## src/rtl/npu_pkg.sv

```systemverilog
// Shared NPU definitions: convolution output-size derivation and the
// window-scheduler FSM encoding.
package npu_pkg;

    typedef enum logic [2:0] {
        ST_IDLE     = 3'd0,
        ST_ARM      = 3'd1,
        ST_REQ      = 3'd2,
        ST_WAIT_WIN = 3'd3,
        ST_MAC      = 3'd4,
        ST_WAIT_MAC = 3'd5,
        ST_WRITE    = 3'd6,
        ST_DONE     = 3'd7
    } sched_state_t;

    // Number of window positions along one axis.
    function automatic int out_dim(input int img, input int k, input int stride);
        return ((img - k) / stride) + 32'sd1;
    endfunction

    // Number of windows in a full scan.
    function automatic int total_win(input int out_h, input int out_w);
        return out_h * out_w;
    endfunction

    // Counter/bus width for n values, never narrower than one bit.
    function automatic int clog2_min1(input int n);
        return (n > 32'sd1) ? $clog2(n) : 32'sd1;
    endfunction

endpackage

```

## src/rtl/ofm_addr_gen.sv

```systemverilog
// Row/column/kernel/window counters for the window scheduler and the
// OFM address derived from them (kernel-major, then raster order).
module ofm_addr_gen
    import npu_pkg::*;
#(
    parameter int OUT_H       = 6,
    parameter int OUT_W       = 6,
    parameter int NUM_KERNELS = 2,
    parameter int KW          = clog2_min1(NUM_KERNELS),
    parameter int AW          = clog2_min1(NUM_KERNELS * OUT_H * OUT_W)
) (
    input  logic          clk,
    input  logic          rst,
    input  logic          clear,
    input  logic          win_accept,
    input  logic          step,
    output logic [KW-1:0] kernel,
    output logic          last_kernel,
    output logic          last_window,
    output logic [AW-1:0] addr
);

    localparam int TOTAL  = total_win(OUT_H, OUT_W);
    localparam int RW     = clog2_min1(OUT_H);
    localparam int CW     = clog2_min1(OUT_W);
    localparam int WW     = clog2_min1(TOTAL);
    localparam int LAST_K = NUM_KERNELS - 32'sd1;
    localparam int LAST_R = OUT_H - 32'sd1;
    localparam int LAST_C = OUT_W - 32'sd1;
    localparam int LAST_W = TOTAL - 32'sd1;

    localparam logic [AW-1:0] TOTAL_A = AW'(TOTAL);
    localparam logic [AW-1:0] OUT_W_A = AW'(OUT_W);

    logic [KW-1:0] kernel_r;
    logic [RW-1:0] row_r;
    logic [CW-1:0] col_r;
    logic [WW-1:0] win_cnt_r;
    logic          last_kernel_s;
    logic          last_col_s;
    logic          last_row_s;
    logic          last_window_s;
    logic [AW-1:0] addr_s;

    // Wrap detection and kernel*TOTAL + row*OUT_W + col at address width.
    always_comb begin
        last_kernel_s = (kernel_r == KW'(LAST_K));
        last_col_s    = (col_r == CW'(LAST_C));
        last_row_s    = (row_r == RW'(LAST_R));
        last_window_s = (win_cnt_r == WW'(LAST_W));
        addr_s        = (AW'(kernel_r) * TOTAL_A) + (AW'(row_r) * OUT_W_A) + AW'(col_r);
    end

    // Counters: cleared per pass, kernel rewinds on each new window,
    // raster position advances once all kernels of a window are written.
    always_ff @(posedge clk or posedge rst) begin
        if (rst) begin
            kernel_r  <= '0;
            row_r     <= '0;
            col_r     <= '0;
            win_cnt_r <= '0;
        end else if (clear) begin
            kernel_r  <= '0;
            row_r     <= '0;
            col_r     <= '0;
            win_cnt_r <= '0;
        end else if (win_accept) begin
            // row/col already hold this window's position; only the kernel rewinds
            kernel_r <= '0;
        end else if (step) begin
            if (!last_kernel_s) begin
                kernel_r <= kernel_r + KW'(32'd1);
            end else begin
                kernel_r  <= '0;
                win_cnt_r <= win_cnt_r + WW'(32'd1);
                if (last_col_s) begin
                    col_r <= '0;
                    row_r <= last_row_s ? '0 : (row_r + RW'(32'd1));
                end else begin
                    col_r <= col_r + CW'(32'd1);
                end
            end
        end
    end

    assign kernel      = kernel_r;
    assign last_kernel = last_kernel_s;
    assign last_window = last_window_s;
    assign addr        = addr_s;

endmodule

```

## src/rtl/conv_window_scheduler.sv

```systemverilog
// Sequences slider windows and per-kernel MAC runs, writing every result
// into the OFM buffer; flags protocol violations without aborting.
module conv_window_scheduler
    import npu_pkg::*;
#(
    parameter int DATA_WIDTH  = 8,
    parameter int ACC_WIDTH   = 20,
    parameter int IMG_H       = 8,
    parameter int IMG_W       = 8,
    parameter int K_H         = 3,
    parameter int K_W         = 3,
    parameter int STRIDE_H    = 1,
    parameter int STRIDE_W    = 1,
    parameter int NUM_KERNELS = 2,
    localparam int OUT_H      = out_dim(IMG_H, K_H, STRIDE_H),
    localparam int OUT_W      = out_dim(IMG_W, K_W, STRIDE_W),
    localparam int KW         = clog2_min1(NUM_KERNELS),
    localparam int AW         = clog2_min1(NUM_KERNELS * OUT_H * OUT_W)
) (
    input  logic                 clk,
    input  logic                 rst,
    input  logic                 start,
    output logic                 busy,
    output logic                 done,
    output logic                 error,
    output logic                 win_start,
    output logic                 win_next,
    input  logic                 win_valid,
    input  logic                 win_all_done,
    output logic                 mac_start,
    output logic [KW-1:0]        mac_kernel,
    input  logic                 mac_done,
    input  logic [ACC_WIDTH-1:0] mac_result,
    output logic                 ofm_we,
    output logic [AW-1:0]        ofm_addr,
    output logic [ACC_WIDTH-1:0] ofm_wdata
);

    if (ACC_WIDTH < DATA_WIDTH) begin : g_bad_widths
        $error("conv_window_scheduler: ACC_WIDTH narrower than DATA_WIDTH");
    end

    sched_state_t         state_r, next_state_s;
    logic                 busy_r, done_r, error_r, win_start_r, win_next_r, mac_start_r, ofm_we_r;
    logic                 busy_s, done_s, error_s, win_start_s, win_next_s, mac_start_s, ofm_we_s;
    logic [AW-1:0]        ofm_addr_r, ofm_addr_s;
    logic [ACC_WIDTH-1:0] ofm_wdata_r, ofm_wdata_s;
    logic                 last_rcvd_r, last_rcvd_s;
    logic                 start_accept_s, win_accept_s, step_s, err_event_s;
    logic [KW-1:0]        kernel_s;
    logic                 last_kernel_s, last_window_s;
    logic [AW-1:0]        addr_s;

    ofm_addr_gen #(
        .OUT_H       (OUT_H),
        .OUT_W       (OUT_W),
        .NUM_KERNELS (NUM_KERNELS),
        .KW          (KW),
        .AW          (AW)
    ) u_addr_gen (
        .clk         (clk),
        .rst         (rst),
        .clear       (start_accept_s),
        .win_accept  (win_accept_s),
        .step        (step_s),
        .kernel      (kernel_s),
        .last_kernel (last_kernel_s),
        .last_window (last_window_s),
        .addr        (addr_s)
    );

    // FSM state register.
    always_ff @(posedge clk or posedge rst) begin
        if (rst) begin
            state_r <= ST_IDLE;
        end else begin
            state_r <= next_state_s;
        end
    end

    // Next-state decode; completion is driven by the window counter only.
    always_comb begin
        next_state_s = state_r;
        case (state_r)
            ST_IDLE:     next_state_s = start ? ST_ARM : ST_IDLE;
            ST_ARM:      next_state_s = ST_REQ;
            ST_REQ:      next_state_s = ST_WAIT_WIN;
            ST_WAIT_WIN: next_state_s = win_valid ? ST_MAC : ST_WAIT_WIN;
            ST_MAC:      next_state_s = ST_WAIT_MAC;
            ST_WAIT_MAC: next_state_s = mac_done ? ST_WRITE : ST_WAIT_MAC;
            ST_WRITE: begin
                if (!last_kernel_s) begin
                    next_state_s = ST_MAC;
                end else if (last_window_s) begin
                    next_state_s = ST_DONE;
                end else begin
                    next_state_s = ST_REQ;
                end
            end
            ST_DONE:     next_state_s = ST_IDLE;
            default:     next_state_s = ST_IDLE;
        endcase
    end

    // Output decode: strobes follow the state being entered so every output is a flop.
    always_comb begin
        start_accept_s = (state_r == ST_IDLE) && start;
        win_accept_s   = (state_r == ST_WAIT_WIN) && win_valid;
        step_s         = (state_r == ST_WRITE);

        busy_s      = (next_state_s != ST_IDLE) && (next_state_s != ST_DONE);
        done_s      = (next_state_s == ST_DONE);
        win_start_s = (next_state_s == ST_ARM);
        win_next_s  = (next_state_s == ST_REQ);
        mac_start_s = (next_state_s == ST_MAC);
        ofm_we_s    = (next_state_s == ST_WRITE);

        if (next_state_s == ST_WRITE) begin
            ofm_addr_s  = addr_s;
            ofm_wdata_s = mac_result;
        end else begin
            ofm_addr_s  = ofm_addr_r;
            ofm_wdata_s = ofm_wdata_r;
        end

        // win_all_done alongside the last window's win_valid is still legal
        err_event_s = (win_valid && (state_r != ST_WAIT_WIN))
                   || (mac_done && (state_r != ST_WAIT_MAC))
                   || (win_all_done && !last_rcvd_r && !(win_accept_s && last_window_s));

        if (start_accept_s) begin
            error_s     = 1'b0;
            last_rcvd_s = 1'b0;
        end else begin
            error_s     = error_r | err_event_s;
            last_rcvd_s = last_rcvd_r | (win_accept_s & last_window_s);
        end
    end

    // Output and status registers; reset clears every strobe at once.
    always_ff @(posedge clk or posedge rst) begin
        if (rst) begin
            busy_r      <= 1'b0;
            done_r      <= 1'b0;
            error_r     <= 1'b0;
            win_start_r <= 1'b0;
            win_next_r  <= 1'b0;
            mac_start_r <= 1'b0;
            ofm_we_r    <= 1'b0;
            ofm_addr_r  <= '0;
            ofm_wdata_r <= '0;
            last_rcvd_r <= 1'b0;
        end else begin
            busy_r      <= busy_s;
            done_r      <= done_s;
            error_r     <= error_s;
            win_start_r <= win_start_s;
            win_next_r  <= win_next_s;
            mac_start_r <= mac_start_s;
            ofm_we_r    <= ofm_we_s;
            ofm_addr_r  <= ofm_addr_s;
            ofm_wdata_r <= ofm_wdata_s;
            last_rcvd_r <= last_rcvd_s;
        end
    end

    assign busy       = busy_r;
    assign done       = done_r;
    assign error      = error_r;
    assign win_start  = win_start_r;
    assign win_next   = win_next_r;
    assign mac_start  = mac_start_r;
    assign mac_kernel = kernel_s;
    assign ofm_we     = ofm_we_r;
    assign ofm_addr   = ofm_addr_r;
    assign ofm_wdata  = ofm_wdata_r;

endmodule

```

## config.mk

```make
export PLATFORM = sky130hd
export DESIGN_NAME = conv_window_scheduler
export DESIGN_NICKNAME = d
export VERILOG_FILES = /design/src/rtl/npu_pkg.sv /design/src/rtl/ofm_addr_gen.sv /design/src/rtl/conv_window_scheduler.sv
export SDC_FILE = /design/constraint.sdc
export NUM_CORES = 1
export LEC_CHECK = 0
export ABC_AREA = 1
export BUFFER_PORTS_ARGS = -buffer_cell sky130_fd_sc_hd__buf_2
export CAP_MARGIN = 5
export CORE_MARGIN = 4
export CORE_UTILIZATION = 35
export CTS_CLUSTER_DIAMETER = 120
export DETAILED_ROUTE_END_ITERATION = 16
export GPL_TIMING_DRIVEN = 0
export HOLD_SLACK_MARGIN = 0.12
export PLACE_DENSITY_LB_ADDON = 0.25
export SETUP_SLACK_MARGIN = 0.02
export SLEW_MARGIN = 10
export SYNTH_ARGS = -nofsm -noshare
export SYNTH_HDL_FRONTEND = slang
export SYNTH_SLANG_ARGS = --single-unit
```

## constraint.sdc

```tcl
create_clock -name clk -period 2.9 [get_ports clk]
set_clock_uncertainty 0.1 [all_clocks]
set_input_delay 0.435 -clock clk [delete_from_list [all_inputs] [get_ports clk]]
set_output_delay 0.435 -clock clk [all_outputs]
set_load 0.05 [all_outputs]
```

==> metrics.txt <==
Worst Hold Class=in -> reg; maximum fanout along the worst path=4; Placement Rows=29; Worst-Margin Slew=approximately 350 ps; worst path required time=3050 ps; internal reg-to-reg setup slack=330 ps; synth unique cells=29; initial antenna violation count=0; Final Critical Period=about 2600 ps; global-route wire length before repair=8800 um; core area=6490 um2; cell family with most CP delay=adder cells; GRT Residual Overflow=0; CP max-delay cell=fa_1; DR DRC count=0; I/O Buffers=60; CTS resizes=0; crit path kind=reg -> reg; Post-CTS Setup Bufs=0; Power Dens Cells=~1000 nW/um2; slowest stage delay, CP=around 480 ps; Final Worst Setup Slack=roughly 330 ps; setup TNS=0 ps; area of the mapped netlist=approximately 2400 um2; Synth area leader=dfrtp_1; Bufs and invs on worst path=3; r2r endpoint=ofm_addr[6]; vias per cell=4.64; Final Hold Fails=0; GR Util All Layers=12.9%; vias in the first global route=1911; initial cell density of the core=36.9%; DRT iter0 DRCs=73; Worst Setup SP=u_addr_gen.row_r[1]; fin nets=376; worst hold endpoint=ofm_wdata[6]; clock root buffer master=clkbuf_8; height of the die=90.8 um; FF-to-FF path depth=11; post-synthesis sequential area ratio=between 50% and 60%; fraction of layout cells with a size suffix above 1=26.5%; largest net degree at the start of global routing=38; clk sinks=51; status=complete, no violations; clock transition at the registers of the reported paths=around 90 ps; final worst-path cycle share=88.7%; first-pass iteration count of the detailed router=4; CP Data Arrival Time=2720 ps; YS warnings=0; DP HPWL=3720 um; FMAX=0.389 GHz; Die Area=slightly above 8000 um2; CP cell instances=inv_1 > ha_1 > inv_1 > fa_1 > ha_1 > inv_1 > fa_1 > nor2_1 > a21oi_1 > nand3b_1 > nand2_1; CTS tree=yes; most common cell after layout, fill and taps aside=nand2_1; vias=1936; most frequent CP cell=inv_1; clk buf depth=2; post-route ant nets=0; ANT cells=0; syn nets=307; Num CTS Buffers=5; Max Slew Vio Count=0; IO Pins=61; min-delay src=mac_result[6]; RSZ-0062 raised after global routing=false; Setup crit start kind=flip-flop; H-tree depth=2; DR WL/cell=11.9 um; worst skew pair latency=300 ps; Hold Worst Slack=~220 ps; Die Width=90.8 um; P&R area growth vs syn=21.9%; max_cap viols=0; Cells after Synth=270; share of the synthesized area in the top cell type=a little over half; Finish-stage setup viols=0; Post-Route WL=~5000 um; worst vdd ir=0.000234 V; GP Congestion=about 0.77; Slew HR=76.8%; Place WS=roughly 320 ps; P_leak=1.65 nW; hold path cells=3; critical path endpoint category=flip-flop; Seq cells post-synth=51; RR Startpoint=u_addr_gen.row_r[1]; most frequent cells in the layout=nand2_1 (94), buf_2 (63), dfrtp_1 (51); synth top area cells=dfrtp_1 (53%), nand2_1 (15%), ha_1 (4.2%); fillers=around 660; syn_area_per_cell=~8.9 um2
-- cells in the mapped netlist, drive strengths merged --
library cell  number
o22ai              2
xnor2              2
nand3             17
fa                 3
buf                7
xor2               3
nand2             94
nand4              2
nor2              20
clkinv             1
nand3b             1
a211oi             1
a22o               1
a21oi             11
o21ai             11
ha                 8
nor3               3
and2               1
a21o               2
inv               28
dfrtp             51
o21bai             1
-- registers in the layout, indices dropped and copies added, names as in the netlist, 3 cells and up --
| signal | count |
|---|---|
| u_addr_gen.row_r | 3 |
| u_addr_gen.win_cnt_r | 6 |
| ofm_wdata | 20 |
| state_r | 3 |
| ofm_addr | 7 |
| u_addr_gen.col_r | 3 |
-- kinds of logic (layout without fill, tap and decap cells) --
family                   after synthesis  in the layout  share of synthesized area [%]
AO/OA/AOI/OAI                         29             29                           6.89
XOR/XNOR                               5              5                           1.83
adder cells (fa/ha/maj)               11             11                           6.68
buffers and inverters                 36            106                           7.09
flip-flops                            51             51                           53.2
AND/OR/NAND/NOR                      138            138                           24.3
-- through the flow --
step	util, %	power (mW)	cells	area [um2]
6_report	45.0	2.98	417	2920
2_1_floorplan	-	2.22	270	2400
3_3_place_gp	43.0	2.55	407	2800
4_1_cts	45.0	3.02	417	2920
3_5_place_dp	43.3	2.57	408	2820
5_1_grt	45.0	3.19	417	2920
-- worst reg2reg max path, cell delays in order (launching register included) --
cell and delay [ps]:
dfrtp_1 430, inv_1 80, ha_1 270, inv_1 60, fa_1 480, ha_1 160, inv_1 50, fa_1 400
nor2_1 160, a21oi_1 80, nand3b_1 170, nand2_1 60
-- layer usage --
layer	vias to the layer above	part of all wire [%]	GRT usage [%]	wire length (um)
li1	984	-	-	-
met5	-	0	0	0
met1	888	50	17.4	2470
met2	57	42	19.6	2100
met4	0	1.3	4.40	67
met3	7	6.9	3.92	343
-- final cells by class --
cell class | count | area [um2] | share of cell area, %
Inverter | 29 | 110 | 3.77
Buffer | 7 | 60.1 | 2.05
Sequential cell | 51 | 1280 | 43.6
Tap cell | 77 | 96.3 | 3.29
Clock buffer | 6 | 82.6 | 2.82
Clock inverter | 2 | 16.3 | 0.556
Timing Repair Buffer | 62 | 330 | 11.3
Multi-Input combinational cell | 183 | 952 | 32.6
-- where the power goes --
group / switching (mW) / leakage, nW / internal, mW / total [mW]
Sequential: 0.135 / 0.670 / 0.938 / 1.07
Clock: 0.235 / 0.0474 / 0.195 / 0.430
Combinational: 1.12 / 0.928 / 0.354 / 1.48
-- how the worst max path moves through the flow --
stage | endpoint | slack (ps) | depth (start not counted)
3_5_place_dp | ofm_addr[6] | 320 | 11
6_report | ofm_addr[6] | 330 | 11
4_1_cts | ofm_addr[6] | 300 | 11
3_3_place_gp | ofm_addr[6] | 370 | 11
5_1_grt | ofm_addr[6] | 140 | 11
2_1_floorplan | ofm_addr[6] | 510 | 11
-- repair_timing --
item	in CTS	in global routing
endpoints found under the hold margin	14	0
setup endpoints to repair	0	0
hold buffers	1	0
No activity file was read; power rests on OpenSTA's default activity.
